## src/rtl/multicycle_ctrl.sv

```systemverilog
// multicycle_ctrl: main control FSM of the multi-cycle RV32I core.
// Each instruction is sequenced over several states. The FSM drives the
// shared ALU, memory and register-file controls, and it waits on a
// variable-latency memory handshake. It also counts retired instructions.
//
// Handshake: mem_req is held high for as long as an access is outstanding.
// The access completes in the cycle where mem_req=1 and mem_ready=1. Only
// in that cycle do IRWrite/PCUpdate (fetch) and MemWrite/retire (store)
// assert. With MEM_HS=0, mem_ready is ignored and every access completes
// in one cycle.
//
// Optional feature macro: MULTICYCLE_CTRL_ILLEGAL_TRAP_EN.
// When it is defined, an unknown opcode locks the FSM in TRAP and raises
// illegal_op. When it is undefined, an unknown opcode simply returns to FETCH.
module multicycle_ctrl #(
  parameter int CNT_W  = 32,
  parameter bit MEM_HS = 1'b1
) (
  input  logic             clk,
  input  logic             reset_n,
  input  logic [6:0]       op,
  input  logic             mem_ready,
  output logic             mem_req,
  output logic             AdrSrc,
  output logic             IRWrite,
  output logic             MemWrite,
  output logic             RegWrite,
  output logic             PCUpdate,
  output logic             Branch,
  output logic [1:0]       ALUSrcA,
  output logic [1:0]       ALUSrcB,
  output logic [2:0]       ResultSrc,
  output logic [2:0]       ImmSrc,
  output logic [1:0]       ALUOp,
  output logic             retire,
  output logic [CNT_W-1:0] instret,
  output logic             illegal_op
);

  localparam logic [6:0] OP_LOAD  = 7'h03;
  localparam logic [6:0] OP_STORE = 7'h23;
  localparam logic [6:0] OP_R     = 7'h33;
  localparam logic [6:0] OP_I     = 7'h13;
  localparam logic [6:0] OP_BR    = 7'h63;
  localparam logic [6:0] OP_JAL   = 7'h6F;
  localparam logic [6:0] OP_JALR  = 7'h67;
  localparam logic [6:0] OP_LUI   = 7'h37;
  localparam logic [6:0] OP_AUIPC = 7'h17;

  typedef enum logic [3:0] {
    S_FETCH, S_DECODE, S_MEMADR, S_MEMREAD, S_MEMWB, S_MEMWRITE,
    S_EXECR, S_EXECI, S_ALUWB, S_BRANCH, S_JAL, S_JALR, S_LUI, S_AUIPC
`ifdef MULTICYCLE_CTRL_ILLEGAL_TRAP_EN
    , S_TRAP
`endif
  } state_t;

  state_t state, next;
  logic   rdy;

  // With a single-cycle memory, every access completes immediately.
  assign rdy = MEM_HS ? mem_ready : 1'b1;

  // State register; reset returns to FETCH from any state.
  always_ff @(posedge clk) begin
    if (!reset_n) state <= S_FETCH;
    else          state <= next;
  end

  // Retired-instruction counter; it wraps modulo 2^CNT_W.
  always_ff @(posedge clk) begin
    if (!reset_n)    instret <= '0;
    else if (retire) instret <= instret + {{(CNT_W-1){1'b0}}, 1'b1};
  end

  // Next-state logic and Moore output decode, with the handshake gating.
  always_comb begin
    next      = state;
    mem_req   = 1'b0;
    AdrSrc    = 1'b0;
    IRWrite   = 1'b0;
    MemWrite  = 1'b0;
    RegWrite  = 1'b0;
    PCUpdate  = 1'b0;
    Branch    = 1'b0;
    ALUSrcA   = 2'b00;
    ALUSrcB   = 2'b00;
    ResultSrc = 3'b000;
    ALUOp     = 2'b00;
    retire    = 1'b0;
    case (state)
      S_FETCH: begin
        mem_req = 1'b1;
        if (rdy) begin
          IRWrite   = 1'b1;
          ALUSrcB   = 2'b10;
          ResultSrc = 3'b010;
          PCUpdate  = 1'b1;
          next      = S_DECODE;
        end
      end
      S_DECODE: begin
        ALUSrcA = 2'b01;
        ALUSrcB = 2'b01;
        case (op)
          OP_LOAD, OP_STORE: next = S_MEMADR;
          OP_R:              next = S_EXECR;
          OP_I:              next = S_EXECI;
          OP_BR:             next = S_BRANCH;
          OP_JAL:            next = S_JAL;
          OP_JALR:           next = S_JALR;
          OP_LUI:            next = S_LUI;
          OP_AUIPC:          next = S_AUIPC;
`ifdef MULTICYCLE_CTRL_ILLEGAL_TRAP_EN
          default:           next = S_TRAP;
`else
          default:           next = S_FETCH;
`endif
        endcase
      end
      S_MEMADR: begin
        ALUSrcA = 2'b10;
        ALUSrcB = 2'b01;
        next    = (op == OP_LOAD) ? S_MEMREAD : S_MEMWRITE;
      end
      S_MEMREAD: begin
        mem_req = 1'b1;
        AdrSrc  = 1'b1;
        if (rdy) next = S_MEMWB;
      end
      S_MEMWB: begin
        ResultSrc = 3'b001;
        RegWrite  = 1'b1;
        retire    = 1'b1;
        next      = S_FETCH;
      end
      S_MEMWRITE: begin
        mem_req = 1'b1;
        AdrSrc  = 1'b1;
        if (rdy) begin
          MemWrite = 1'b1;
          retire   = 1'b1;
          next     = S_FETCH;
        end
      end
      S_EXECR: begin
        ALUSrcA = 2'b10;
        ALUOp   = 2'b10;
        next    = S_ALUWB;
      end
      S_EXECI: begin
        ALUSrcA = 2'b10;
        ALUSrcB = 2'b01;
        ALUOp   = 2'b10;
        next    = S_ALUWB;
      end
      S_ALUWB: begin
        RegWrite = 1'b1;
        retire   = 1'b1;
        next     = S_FETCH;
      end
      S_BRANCH: begin
        ALUSrcA = 2'b10;
        ALUOp   = 2'b01;
        Branch  = 1'b1;
        retire  = 1'b1;
        next    = S_FETCH;
      end
      S_JAL: begin
        // The PC takes the target held in ALUOut. The ALU forms OldPC+4 for rd.
        ALUSrcA  = 2'b01;
        ALUSrcB  = 2'b10;
        PCUpdate = 1'b1;
        next     = S_ALUWB;
      end
      S_JALR: begin
        ALUSrcA = 2'b10;
        ALUSrcB = 2'b01;
        next    = S_JAL;
      end
      S_LUI: begin
        ResultSrc = 3'b011;
        RegWrite  = 1'b1;
        retire    = 1'b1;
        next      = S_FETCH;
      end
      S_AUIPC: begin
        ALUSrcA = 2'b01;
        ALUSrcB = 2'b01;
        next    = S_ALUWB;
      end
`ifdef MULTICYCLE_CTRL_ILLEGAL_TRAP_EN
      S_TRAP: next = S_TRAP;
`endif
      default: next = S_FETCH;
    endcase
  end

  // Immediate format follows the opcode, whatever the state.
  always_comb begin
    ImmSrc = 3'b000;
    case (op)
      OP_STORE:          ImmSrc = 3'b001;
      OP_BR:             ImmSrc = 3'b010;
      OP_JAL:            ImmSrc = 3'b011;
      OP_LUI, OP_AUIPC:  ImmSrc = 3'b100;
      default:           ImmSrc = 3'b000;
    endcase
  end

`ifdef MULTICYCLE_CTRL_ILLEGAL_TRAP_EN
  assign illegal_op = (state == S_TRAP);
`else
  assign illegal_op = 1'b0;
`endif

endmodule

```

## config.mk

```make
export PLATFORM = sky130hd
export DESIGN_NAME = multicycle_ctrl
export DESIGN_NICKNAME = d
export VERILOG_FILES = /design/src/rtl/multicycle_ctrl.sv
export SDC_FILE = /design/constraint.sdc
export NUM_CORES = 1
export LEC_CHECK = 0
export ABC_AREA = 1
export BUFFER_PORTS_ARGS = -buffer_cell sky130_fd_sc_hd__buf_4
export CORE_UTILIZATION = 49
export CTS_CLUSTER_SIZE = 8
export DETAILED_ROUTE_END_ITERATION = 8
export GPL_ROUTABILITY_DRIVEN = 1
export GPL_TIMING_DRIVEN = 1
export HOLD_SLACK_MARGIN = 0.12
export PLACE_DENSITY = 0.74
export SLEW_MARGIN = 10
export SYNTH_ARGS = -nofsm -noshare
export SYNTH_HDL_FRONTEND = slang
export SYNTH_SLANG_ARGS = --single-unit
```

## constraint.sdc

```tcl
create_clock -name clk -period 1.65 [get_ports clk]
set_input_delay 0 -clock clk [delete_from_list [all_inputs] [get_ports clk]]
set_output_delay 0 -clock clk [all_outputs]
set_load 0.01 [all_outputs]
```

---- Word-level counts from Yosys, hierarchy flattened ----
Index checks and enable logic that the tools add are counted.
word-level totals
  flip-flop bits (word level) ............. 36
  output and inout port bits .............. 53
operators by class
  add/subtract/negate cells ............... 1
  eq/ne operators ......................... 25
  mux-type cells .......................... 22
  reductions and logical operators ........ 13
operators with widths
  cell                   count
  $add 32x1->32 const B  1
  $pmux 4 s8             1
  $pmux 4 s7             1
  $eq 4x4->1 const B     6
  $eq 7x6->1 const B     3
  $eq 7x7->1 const B     3
  $eq 4x3->1 const B     4
  $eq 7x5->1 const B     2
  $mux 4                 3
  $pmux 2 s3             2
  $pmux 3 s4             1
  $reduce_or 5->1        2
  $reduce_or 3->1        3
  $eq 4x2->1 const B     2
  $pmux 2 s2             2
  $reduce_or 2->1        4
  $reduce_or 4->1        2
  $eq 7x2->1 const B     1
  $mux 1                 7
  $ne 2x2->1 const B     3
  $eq 4x1->1 const B     1
  $logic_not 4->1        1
  $mux 2                 2
  $pmux 1 s2             2
  2 further kinds        2

---- Depth between registers and ports, before layout ----
  word-level depth ........................ 4
  depth in mapped cells ................... 11

---- Worst setup path after synthesis ----
OpenSTA, ideal clock, no wires.
  path kind ............................... register to register
  start ................................... register instret[0]
  end ..................................... register instret[30]
  setup time .............................. 0.116 ns
  arrival time ............................ 1.546 ns
  data required time ...................... 1.534 ns
  setup slack ............................. -0.012 ns
  cell stages (with the launch flop) ...... 9
  buffers on the path ..................... 0
  period minus slack after synthesis ...... 1.662 ns
  cells stage by stage .................... dfxtp_1 > ha_1 > nand2_1 > nor2_1 > nand4_4 > nor2_2 > nand3_1 > o21ai_0 > nor2_1
on the way
  longest elaborated chain between the ends .. 1
RTL lines
  item                      RTL line  source
  start: declaration        36        output logic [CNT_W-1:0] instret,
  start signal: assignment  73        else if (retire) instret <= instret + {{(CNT_W-1){1'b0}}, 1'b1};
  $add 32x1->32             73
Every way passes these cells.
A chain may end at the register's enable or synchronous reset.

---- Worst setup path after layout ----
  start ................................... register state[1]
  end ..................................... output ALUSrcA[1]
on the way
  longest elaborated chain between the ends .. 3
RTL lines
  item                                                                 RTL line  source
  start: declaration                                                   58        state_t state, next;
  start signal: assignment                                             67        else state <= next;
  $eq 4x4->1 (tied with other cells)                                   91        case (state)
  $reduce_or 5->1 (no source line) or $reduce_or 3->1 (tied branches)  -
  $pmux 2 s2 (*)                                                       91
  end: declaration                                                     30        output logic [1:0] ALUSrcA,
Every way passes the cells marked *; elsewhere a longest branch is shown, timed or not.

==> results.toml <==
[floorplan]
core_area_sq_um = 4880
num_rows = 25
die_h_um = 74.33
die_area_sq_um = 5525
die_width_um = 74.33
start_util_pct = 52.54
pin_count = 63

[run_status]
outcome = "complete, no violations"

[global_routing]
grt_pass1_wl_mm = 11.21
grt_start_max_net_pins = 28
grt.total_usage_pct = 26.31
grt_overflow = 0
first_global_vias = 2412
antenna_found_initial = 0

[synth]
mean_instance_size_in_the_synthesized_netlist_sq_um = 6.018
synth_cells = 426
yosysWarnings = 0
synth-seq-cells = 36
seq_area_frac_synth_pct = 28.11
synthDistinctLibCells = 39
post_synth_instance_area_sq_um = 2564

[cells_and_area]
design.final.nets = 516
multi_input_comb_area_sq_um = 1653
layout_commonest_cell = "sky130_fd_sc_hd__nand2_1"
area_delta_synth_final_pct = 31.87
antenna_cells_inserted = 0
fillCellCount = 476
post_route_cells_drive_above_1_share_pct = 26.09
register_area_sq_um = 733.2
final_cell_mix = "144 x sky130_fd_sc_hd__nand2_1, 78 x sky130_fd_sc_hd__buf_4, 60 x sky130_fd_sc_hd__nor2_1, 44 x sky130_fd_sc_hd__inv_1, 30 x sky130_fd_sc_hd__dfxtp_1"

[timing]
post-route-period-util_pct = 95.69
finClkSkew_ns = 0.01180
period_minus_slack_ns = 1.579
slew_viol_final = 0
rsz_0062_raised_after_global_routing = "yes"
whs_ns = 0.1997
tns_ns = 0
setup_viol = 0
max_freq_ghz = 0.6334
layout_setup_ws_ns = 0.07114
final_hold_viol_count = 0

[clock_tree]
root_buffer = "sky130_fd_sc_hd__clkbuf_8"
clkSinkCount = 36
clkLatencyLatePin_ns = 0.30
clock_tree_from_tritoncts = "yes"
ctsLongestPathBuffers = 2
cts.clk_slew.worst_paths_ns = 0.07
cts_made_buffers = 5
htree_num_levels = 2

[routing]
dr.pass1.iters = 5
wire_per_inst_um = 12.83
route.antenna.remaining_nets = 0
drt_wl_total_mm = 7.351
initialDrtViolationCount = 184
routed-via-count = 2948
route.detailed.vias_per_inst = 5.145
drc_errors = 0

[placed_design]
dp_worst_setup_slack_ns = 0.02630
place_hpwl_mm = 5.456
io_buffer_count = 60
place.gp.congestion = 0.8829

[job]
maxCapViolCount = 0

[pwr]
power.density_nw_per_um2 = 548.3
fin_total_pwr_mw = 1.854
leakage_nw = 1.527
ir_worst_vdd_uv = 418.5

[min_path]
worstHoldPathType = "input pin to register"

[critical_path]
startpoint_type = "register"
crit_fanout = 5
critPathKind = "register to output port"
crit_path_end_kind = "output port"
critPathArrivalTime_ns = 1.58
worstPathRequired_ns = 1.65
## report_power, final
group | internal (mW) | leakage, nW | total [mW] | switching (mW)
registers | 0.870 | 0.294 | 0.878 | 0.00841
logic | 0.0789 | 1.18 | 0.186 | 0.107
clock network | 0.447 | 0.0541 | 0.789 | 0.341
## critical path: stages (launching register included)
cell and delay (ns):
sky130_fd_sc_hd__dfxtp_4 0.38, sky130_fd_sc_hd__inv_4 0.07, sky130_fd_sc_hd__nor2_1 0.05, sky130_fd_sc_hd__nand2_1 0.11, sky130_fd_sc_hd__inv_2 0.05, sky130_fd_sc_hd__or4_1 0.46
sky130_fd_sc_hd__buf_4 0.16
## per-layer routing
| layer | global-route usage [%] | wire (um) | vias up |
|---|---|---|---|
| met5 | 0 | 0 | - |
| met4 | 4.403 | 49 | 0 |
| met3 | 4.743 | 521 | 6 |
| met2 | 42.02 | 3397 | 119 |
| met1 | 37.56 | 3383 | 1325 |
| li1 | - | - | 1498 |
## area by class of cell
type / instances / area share [%]
flip-flops and latches: 36 / 21.69
multi-input cells: 333 / 48.89
clock inverters: 3 / 1.258
inverters: 49 / 5.736
clock buffers: 5 / 2.036
well taps: 67 / 2.480
repair buffers: 80 / 17.91
## synth_stat cells
library cell	instances	area, sq um
sky130_fd_sc_hd__a21boi_2	1	11.26
sky130_fd_sc_hd__a21oi_1	28	140.1
sky130_fd_sc_hd__a22oi_1	1	7.510
sky130_fd_sc_hd__a31o_2	1	8.760
sky130_fd_sc_hd__a31oi_1	1	6.260
sky130_fd_sc_hd__and3_1	1	6.260
sky130_fd_sc_hd__buf_2	1	5.000
sky130_fd_sc_hd__buf_4	4	30.03
sky130_fd_sc_hd__buf_6	2	22.52
sky130_fd_sc_hd__clkbuf_1	3	11.26
sky130_fd_sc_hd__conb_1	1	3.750
sky130_fd_sc_hd__dfxtp_1	36	720.7
sky130_fd_sc_hd__ha_1	1	12.51
sky130_fd_sc_hd__inv_1	45	168.9
sky130_fd_sc_hd__inv_2	3	11.26
sky130_fd_sc_hd__inv_8	1	11.26
sky130_fd_sc_hd__nand2_1	145	544.3
sky130_fd_sc_hd__nand2_2	6	37.54
sky130_fd_sc_hd__nand2_4	2	22.52
sky130_fd_sc_hd__nand2_8	1	20.02
sky130_fd_sc_hd__nand3_1	23	115.1
sky130_fd_sc_hd__nand3b_1	9	67.56
sky130_fd_sc_hd__nand4_1	3	18.77
sky130_fd_sc_hd__nand4_4	1	21.27
sky130_fd_sc_hd__nor2_1	62	232.7
sky130_fd_sc_hd__nor2_2	10	62.56
sky130_fd_sc_hd__nor2_4	3	33.78
sky130_fd_sc_hd__nor2_8	1	20.02
sky130_fd_sc_hd__nor3_1	8	40.04
sky130_fd_sc_hd__nor3_2	1	10.01
sky130_fd_sc_hd__o211ai_1	2	15.01
sky130_fd_sc_hd__o21ai_0	9	45.04
sky130_fd_sc_hd__o21ai_1	1	5.000
sky130_fd_sc_hd__o21ai_2	1	8.760
sky130_fd_sc_hd__o22ai_1	1	6.260
sky130_fd_sc_hd__o41ai_1	1	8.760
sky130_fd_sc_hd__or4_1	1	7.510
sky130_fd_sc_hd__xnor2_1	2	17.52
sky130_fd_sc_hd__xor2_1	3	26.28
## worst paths after layout
kind | start | endpoint | slack (ns) | cells after the start
hold / removal | op[5] | state[1] | 0.20 | 7
setup reg to reg | instret[1] | instret[14] | 0.09 | 9
hold reg to reg | instret[31] | instret[31] | 0.50 | 2
setup / recovery | state[1] | ALUSrcA[1] | 0.07 | 6
## through the flow
step	std cells	utilization, %	instance area [sq um]
after floorplan	427	-	2569
after global placement	561	64.79	3162
after detailed placement	561	64.79	3162
after CTS	571	67.59	3298
after global routing	573	69.28	3381
final	573	69.28	3381
## cells by family (layout without fill, tap and decap cells)
family | count (synthesis) | after routing | share of synthesized area, %
AOI/OAI and AO/OA | 47 | 47 | 10.25
xor gates and xnor gates | 5 | 5 | 1.708
adders and majority gates | 1 | 1 | 0.4880
buffers and inverters | 59 | 137 | 10.15
DFF | 36 | 36 | 28.11
other | 1 | 2 | 0.1463
and+or+nand+nor | 277 | 278 | 49.15
## state kept, by name, indices dropped and copies added, names as in the netlist
name / count
state: 4
instret: 32
## repair_timing
item,CTS,global route
hold endpoints to repair,17,0
gates resized for setup,3,18
hold buffers,2,0
gates cloned,0,1
buffers inserted,0,1
setup endpoints to repair,2,13
pin swaps,0,2
Note: power is estimated with default switching activity, not from simulation.
